--- src/rtl/gt_line_fill.sv ---
// rtl/gt_line_fill.sv - GT cache line-fill unit: one outstanding read, one pending miss, beat assembly
module gt_line_fill #(
  parameter int ADDR_W = 32,
  parameter int LINE_W = 256,
  parameter int BEAT_W = 64
) (
  input  logic              CLK,
  input  logic              CLEAR_BAR,
  input  logic              miss_valid,
  input  logic [ADDR_W-1:0] miss_line_addr,
  output logic              miss_ready,
  output logic              mem_req_valid,
  input  logic              mem_req_ready,
  output logic [ADDR_W-1:0] mem_req_addr,
  input  logic              mem_rsp_valid,
  input  logic [BEAT_W-1:0] mem_rsp_data,
  output logic              fill_valid,
  output logic [ADDR_W-1:0] fill_line_addr,
  output logic [LINE_W-1:0] fill_data,
  output logic              fill_stall,
  output logic              protocol_err
);

  localparam int BEATS = LINE_W / BEAT_W;
  localparam int CNT_W = (BEATS > 1) ? $clog2(BEATS) : 1;

  localparam logic [1:0] IDLE    = 2'd0;
  localparam logic [1:0] REQ     = 2'd1;
  localparam logic [1:0] COLLECT = 2'd2;
  localparam logic [1:0] DONE    = 2'd3;

  logic [1:0]        state;
  logic [ADDR_W-1:0] curAddr;
  logic [ADDR_W-1:0] pendAddr;
  logic              pendValid;
  logic [CNT_W-1:0]  beatCnt;
  logic [LINE_W-1:0] asmLine;
  logic [LINE_W-1:0] asmNext;
  logic [LINE_W-1:0] fillLine;
  logic [ADDR_W-1:0] fillAddr;
  logic              protoErr;

  logic missAccept;
  logic missDup;
  logic beatLast;

  // A miss is only taken while the pending slot is free; a repeat of the
  // line already in flight (or already queued) is absorbed rather than re-fetched.
  assign missAccept = miss_valid && !pendValid;
  assign missDup    = ((state != IDLE) && (miss_line_addr == curAddr)) ||
                      (pendValid && (miss_line_addr == pendAddr));
  assign beatLast   = (beatCnt == CNT_W'(BEATS - 1));

  // Current assembly buffer with the incoming beat dropped into its slot.
  always_comb begin
    asmNext = asmLine;
    asmNext[int'(beatCnt) * BEAT_W +: BEAT_W] = mem_rsp_data;
  end

  // Fill sequencer: request, beat collection, fill pulse, pending-miss chaining.
  always_ff @(posedge CLK or negedge CLEAR_BAR) begin
    if (!CLEAR_BAR) begin
      state     <= IDLE;
      curAddr   <= '0;
      pendAddr  <= '0;
      pendValid <= 1'b0;
      beatCnt   <= '0;
      asmLine   <= '0;
      fillLine  <= '0;
      fillAddr  <= '0;
    end else begin
      if ((state == REQ || state == COLLECT) && missAccept && !missDup) begin
        pendAddr  <= miss_line_addr;
        pendValid <= 1'b1;
      end
      case (state)
        IDLE: begin
          if (missAccept) begin
            curAddr <= miss_line_addr;
            state   <= REQ;
          end
        end
        REQ: begin
          if (mem_req_ready) begin
            beatCnt <= '0;
            state   <= COLLECT;
          end
        end
        COLLECT: begin
          if (mem_rsp_valid) begin
            asmLine <= asmNext;
            beatCnt <= beatCnt + CNT_W'(1);
            if (beatLast) begin
              // Output copy is taken here so it stays stable through the next fill.
              fillLine <= asmNext;
              fillAddr <= curAddr;
              state    <= DONE;
            end
          end
        end
        default: begin
          if (pendValid) begin
            curAddr   <= pendAddr;
            pendValid <= 1'b0;
            state     <= REQ;
          end else if (missAccept && (miss_line_addr != curAddr)) begin
            curAddr <= miss_line_addr;
            state   <= REQ;
          end else begin
            state <= IDLE;
          end
        end
      endcase
    end
  end

  // Sticky flag for response beats arriving when no fill is collecting them.
  always_ff @(posedge CLK or negedge CLEAR_BAR) begin
    if (!CLEAR_BAR) begin
      protoErr <= 1'b0;
    end else if (mem_rsp_valid && (state != COLLECT)) begin
      protoErr <= 1'b1;
    end
  end

  assign miss_ready     = !pendValid;
  assign mem_req_valid  = (state == REQ);
  assign mem_req_addr   = curAddr;
  assign fill_valid     = (state == DONE);
  assign fill_line_addr = fillAddr;
  assign fill_data      = fillLine;
  assign fill_stall     = (state != IDLE) | pendValid;
  assign protocol_err   = protoErr;

endmodule
--- config.mk ---
export PLATFORM = sky130hd
export DESIGN_NAME = gt_line_fill
export DESIGN_NICKNAME = d
export VERILOG_FILES = /design/src/rtl/gt_line_fill.sv
export SDC_FILE = /design/constraint.sdc
export NUM_CORES = 1
export LEC_CHECK = 0
export CAP_MARGIN = 20
export CORE_UTILIZATION = 52
export DETAILED_ROUTE_END_ITERATION = 12
export GPL_TIMING_DRIVEN = 1
export PLACE_DENSITY = 0.78
export SYNTH_ARGS = -nofsm -noshare
export SYNTH_HDL_FRONTEND = slang
export SYNTH_SLANG_ARGS = --single-unit
--- constraint.sdc ---
create_clock -name CLK -period 2.6 [get_ports CLK]
set_input_delay 0.26 -clock CLK [delete_from_list [all_inputs] [get_ports CLK]]
set_output_delay 0.26 -clock CLK [all_outputs]
set_load 0.05 [all_outputs]
After elaboration in Yosys (flattened, before gate mapping). Cells that the tools add are included.

Register bits after elaboration: 614. Output and inout bits: 325.

$add $sub $neg: 2. Equality and inequality tests: 12. Shift operators: 2. Multiplexer cells: 18. Bitwise logic cells: 2. Reduce and logical (&&, ||, !) cells: 22.

Operators with widths (number): $bwmux W256 (1); $shift A64 B33 Y256 const A (1); $shiftx A64 B33 Y256 (1); $mux W32 (3); $eq A32 B32 Y1 (2); $pmux W32 S2 (1); $neg A8 Y33 (1); $ne A32 B32 Y1 (1); $mux W2 (6); $reduce_and A3 Y1 (3); $ne A2 B2 Y1 const B (4); $logic_and A1 B1 Y1 (7); $eq A2 B2 Y1 const B (3); $pmux W2 S3 (1); $mux W1 (5); $pmux W2 S2 (1); $reduce_and A4 Y1 (1); $reduce_bool A2 Y1 (2); $reduce_bool A3 Y1 (1); $reduce_or A3 Y1 (1); $add A2 B1 Y2 const B (1); $eq A2 B1 Y1 const B (1); $logic_not A1 Y1 (2); $logic_not A2 Y1 (1); other kinds (6) (7).

Logic depth before layout (Yosys ltp).
Depth after elaboration: 8. Gate-level depth with buffers: 10. Gate-level depth less buffers: 6.

Worst setup path after synthesis. No wires, ideal clock.

Kind: reg-to-reg. From: register curAddr[28], in the netlist mem_req_addr[28]. To: register pendAddr[10]. Arrival: 2.194 ns. Path slack: 0.281 ns. Cell stages (with the launch flop): 8. Path buffers: 1. Clock period less this slack: 2.319 ns. Cells stage by stage: dfrtp_1 -> xnor2_1 -> nand4_1 -> nor4_1 -> nand2_1 -> o2111ai_2 -> buf_6 -> mux2_2.

Longest elaborated chain between the ends: 5.

RTL lines: from (decl) (RTL line 33) `logic [ADDR_W-1:0] curAddr;`; from (signal assigned) (RTL line 79) `curAddr <= miss_line_addr;`; from (signal assigned) (RTL line 103) `curAddr <= pendAddr;`; from (signal assigned) (RTL line 107) `curAddr <= miss_line_addr;`; $eq A32 B32 Y1 (RTL line 50) `assign missDup = ((state != IDLE) && (miss_line_addr == curAddr)) ||`; $logic_and A1 B1 Y1 (RTL line 50); $logic_or A1 B1 Y1 (RTL line 50); $logic_not A1 Y1 (RTL line 72) `if ((state == REQ || state == COLLECT) && missAccept && !missDup) begin`; $logic_and A1 B1 Y1 (RTL line 72); to (signal assigned) (RTL line 73) `pendAddr <= miss_line_addr;`; to (decl) (RTL line 34) `logic [ADDR_W-1:0] pendAddr;`.

Every way passes these cells. A chain may end at the register's enable or synchronous reset.

Final worst setup path.
From: register pendValid. To: output port fill_stall.

Longest elaborated chain between the ends: 1.

RTL lines: from (decl) (RTL line 35) `logic pendValid;`; from (signal assigned) (RTL line 66) `pendValid <= 1'b0;`; from (signal assigned) (RTL line 74) `pendValid <= 1'b1;`; from (signal assigned) (RTL line 104) `pendValid <= 1'b0;`; $or A1 B1 Y1 (RTL line 132) `assign fill_stall = (state != IDLE) | pendValid;`; to (decl) (RTL line 20) `output logic fill_stall,`.

Every way passes these cells.

==> results.md <==
- Clk slew on worst S/H paths: 60 ps
- Avg Cell Area, Syn: 10.35 um^2
- Comb pwr share: 0.380
- Net Sw Frac: 0.3790
- Pin count of the biggest net entering global routing: 164
- Global-route wire length before repair: 128400 um
- Antenna viol nets, final: 0
- Drt wl/cell: 22.57 um
- Max Cap Viol: 0
- Worst R2R End: pendAddr[0]$_DFFE_PN0P_
- # IOs: 426
- Crit share post-route: 0.9558
- Final setup violation count: 0
- Clk Latency, worst-skew pair: 630 ps
- R2R setup slack: 180 ps
- Startpoint Class: flip-flop
- Chip width: 228.8 um
- Critical Path AT: 2230 ps
- Drt drc: 0
- Die area: 0.05234 mm^2
- Maximum fanout along the worst path: 38
- Slowest Stage Delay on Critical Path: 470 ps
- Sequential element share of the synthesized area: 0.5746
- Yosys top cell area share: 0.5746
- Initial DRC count: 1915
- Fin nets: 3004
- Vias per inst: 5.974
- Cell internal pwr: 21480 uW
- Number of global-route vias before repair: 22030
- Final WL: 81670 um
- Register-to-Register Path Depth: 8
- TritonCTS clock tree: done
- Crit-path cells: inv_1 -> buf_4 -> nand2_1 -> dlygate4sd2_1
- Layout cells sized above 1: 0.08526
- Placed insts: 3500
- Cell taking the most area after synthesis: dfrtp_1
- Ys Warns: 0
- Setup WS pre-CTS: -49.15 ps
- Total CTS buffers: 61
- GR Overflow Total: 0
- Hold Path Class: primary input to async pin
- Top post-synthesis cells by area: dfrtp_1, a22o_1, nor2b_1, a21oi_1, o21ai_0
- DRT Pass-1 Iters: 5
- GPL Wtd Cong: 0.8835
- Final setup margin: 115.0 ps
- Min Tclk post-route: 2485 ps
- Status: completed
- Core area: 0.05048 mm^2
- Net Sw Power: 13110 uW
- HPWL after DPL: 51460 um
- Critical path class: flip-flop to output pin
- CTS sink count: 614
- Synth cell types: 32
- Placed cell area: 0.03196 mm^2
- Relative slew slack: 0.3582
- RSZ-0062 raised after global routing: no
- Clock tree buffer depth: 3
- CP startpoint: pendValid$_DFF_PN0_
- Finished Layout Cells: 3619
- Clock share of power: 0.262
- I/O Buffers: 425
- CP max-delay cell: buf_4
- Initial Util: 0.5298
- CP required: 2340 ps
- Via count: 21621
- Standard-cell rows: 82
- Fin area: 0.03404 mm^2
- Netlist Area Pre-Place: 0.02674 mm^2
- Final Hold Viols: 0
- CP Capture Type: output pin
- Syn_nets: 2696
- Least-Margin Pin Slew: 961.6 ps
- CTS H-Tree Depth: 2
- Maximum vdd drop: 0.001175 V
- Area added between synthesis and finish: 27.30%
- Filler cell count: 3823
- Antenna violations before repair: 3
- Slew Limit Fails: 0
- GRT Util Overall: 0.3111
- Leak Pwr: 0.01499 uW
- Fmax: 402.4 MHz
- Final core occ: 0.6744
- Post-Synthesis Cells: 2585
- Final setup TNS: 0 ps
- Synthesis-stage register bit count: 614
- Die Ht: 228.8 um
- Root Driver: clkbuf_16
- FF-to-FF Start: mem_req_addr[13]$_DFFE_PN0P_
- Seq pwr share: 0.358
- Clock skew: 16.92 ps
- Crit path to: fill_stall
- Total power divided by cell area: 1016 mW/mm^2
-- worst min-delay path by stage --
stage | from | to | slack, ps | depth (start not counted)
2_1_floorplan | CLEAR_BAR | asmLine[0]$_DFFE_PN0P_ | -40 | 0
3_3_place_gp | CLEAR_BAR | fill_data[123]$_DFFE_PN0P_ | 240 | 1
3_5_place_dp | CLEAR_BAR | fill_data[122]$_DFFE_PN0P_ | 240 | 1
4_1_cts | CLEAR_BAR | fill_data[122]$_DFFE_PN0P_ | 170 | 2
5_1_grt | CLEAR_BAR | fill_data[123]$_DFFE_PN0P_ | 200 | 2
6_report | CLEAR_BAR | fill_data[122]$_DFFE_PN0P_ | 160 | 2
-- stage by stage --
stage / hold WS [ps] / total power, uW
3_5_place_dp: 243.9 / 25450
5_1_grt: 195.6 / 36020
4_1_cts: 171.5 / 34540
6_report: 161.7 / 34590
2_1_floorplan: -35.59 / 20720
3_3_place_gp: 244.5 / 25030
-- critical path, delay by kind of cell, from the launching register on --
family	cells	cell delay (ps)
buffers and inverters	3	1100
DFF	1	400
and+or+nand+nor	1	90
-- sequential cells by signal (all words and copies together) (netlist names) --
| signal | cells |
|---|---|
| pendAddr | 32 |
| mem_req_addr | 32 |
| fill_line_addr | 32 |
| protocol_err | 1 |
| pendValid | 1 |
| fill_data | 256 |
| state | 2 |
| beatCnt | 2 |
| asmLine | 256 |
-- Yosys cell counts --
library cell    n
nand2b_1        1
nand3_1         2
ha_1           10
nand4_1         8
nor2b_1       256
nor4bb_1        1
mux2i_1        32
nand2_1       331
mux2_2         36
o31ai_1         1
and2_1          5
nor3_1         35
o22a_1         32
a21o_1          1
nor4b_1         1
nor2_1          3
clkbuf_1      182
o221a_1        30
nor4_1          2
inv_1          38
buf_2          22
xnor2_1        32
buf_6           7
a22o_1        258
o2111ai_2       1
o21ai_0       289
dfrtp_1       614
o221a_2         2
a22oi_1         1
or3_1           1
a21oi_1       291
buf_1          60
-- placed cells by master, fill, tap and decap left out, types with 3 or more instances in the layout --
master and instances:
mux2i_1 32, bufinv_16 5, nor3_1 33, clkinv_2 13, xnor2_1 32, dfrtp_1 614, o22a_1 32, inv_1 38
clkdlybuf4s50_1 421, ha_4 4, nand4_1 8, diode_2 3, and2_4 4, nand2_4 5, clkbuf_16 62, ha_1 5
o221a_1 30, mux2_2 36, nand2_1 326, buf_4 58, buf_12 32, clkbuf_1 17, clkbuf_8 12, nor2b_1 256
a22o_1 258, a21oi_1 289, o21ai_0 289
-- metal layers --
metal / track usage / wire [um] / vias to the layer above
li1: - / - / 9616
met1: 0.4320 / 34530 / 10856
met2: 0.4867 / 37940 / 959
met3: 0.06125 / 6303 / 188
met4: 0.1148 / 2887 / 2
met5: 0 / 11 / -
-- layout make-up --
| type | instances | area, um^2 | share of cell area |
|---|---|---|---|
| inverters | 38 | 142.6 | 0.004190 |
| repair buffers | 515 | 5335 | 0.1567 |
| flip-flops and latches | 614 | 15360 | 0.4514 |
| clock inverters | 23 | 277.8 | 0.008160 |
| multi-input cells | 1663 | 10290 | 0.3023 |
| clock buffers | 91 | 1780 | 0.05230 |
| diodes | 3 | 7.507 | 0.0002205 |
| well taps | 672 | 840.8 | 0.02470 |
-- logic make-up (layout without fill, tap and decap cells) --
family | after synthesis | in the layout | share of synthesized area
compound gates | 906 | 906 | 0.2184
fa+ha+maj | 10 | 10 | 0.004679
xor+xnor | 32 | 32 | 0.01048
flops | 614 | 614 | 0.5746
other cells | 0 | 3 | 0
mux | 68 | 68 | 0.02714
buf+inv | 309 | 667 | 0.04637
simple gates | 646 | 647 | 0.1184
-- power groups by stage --
stage | logic (uW) | clock network [uW] | registers [uW]
after floorplan | 6360 | 0 | 14400
after global placement | 12600 | 0 | 12400
after detailed placement | 13000 | 0 | 12500
after CTS | 13100 | 9130 | 12300
after global routing | 14000 | 9490 | 12500
final | 13100 | 9050 | 12400
-- timing repair --
| action | in CTS | in global routing |
|---|---|---|
| pin swaps | 0 | 1 |
| hold buffers | 1 | 0 |
| buffers inserted | 0 | 0 |
| endpoints found under the setup margin | 1 | 2 |
| endpoints found under the hold margin | 45 | 0 |
| resized for setup | 1 | 1 |
| gates cloned | 0 | 1 |
Note: power is estimated with default switching activity, not from simulation.
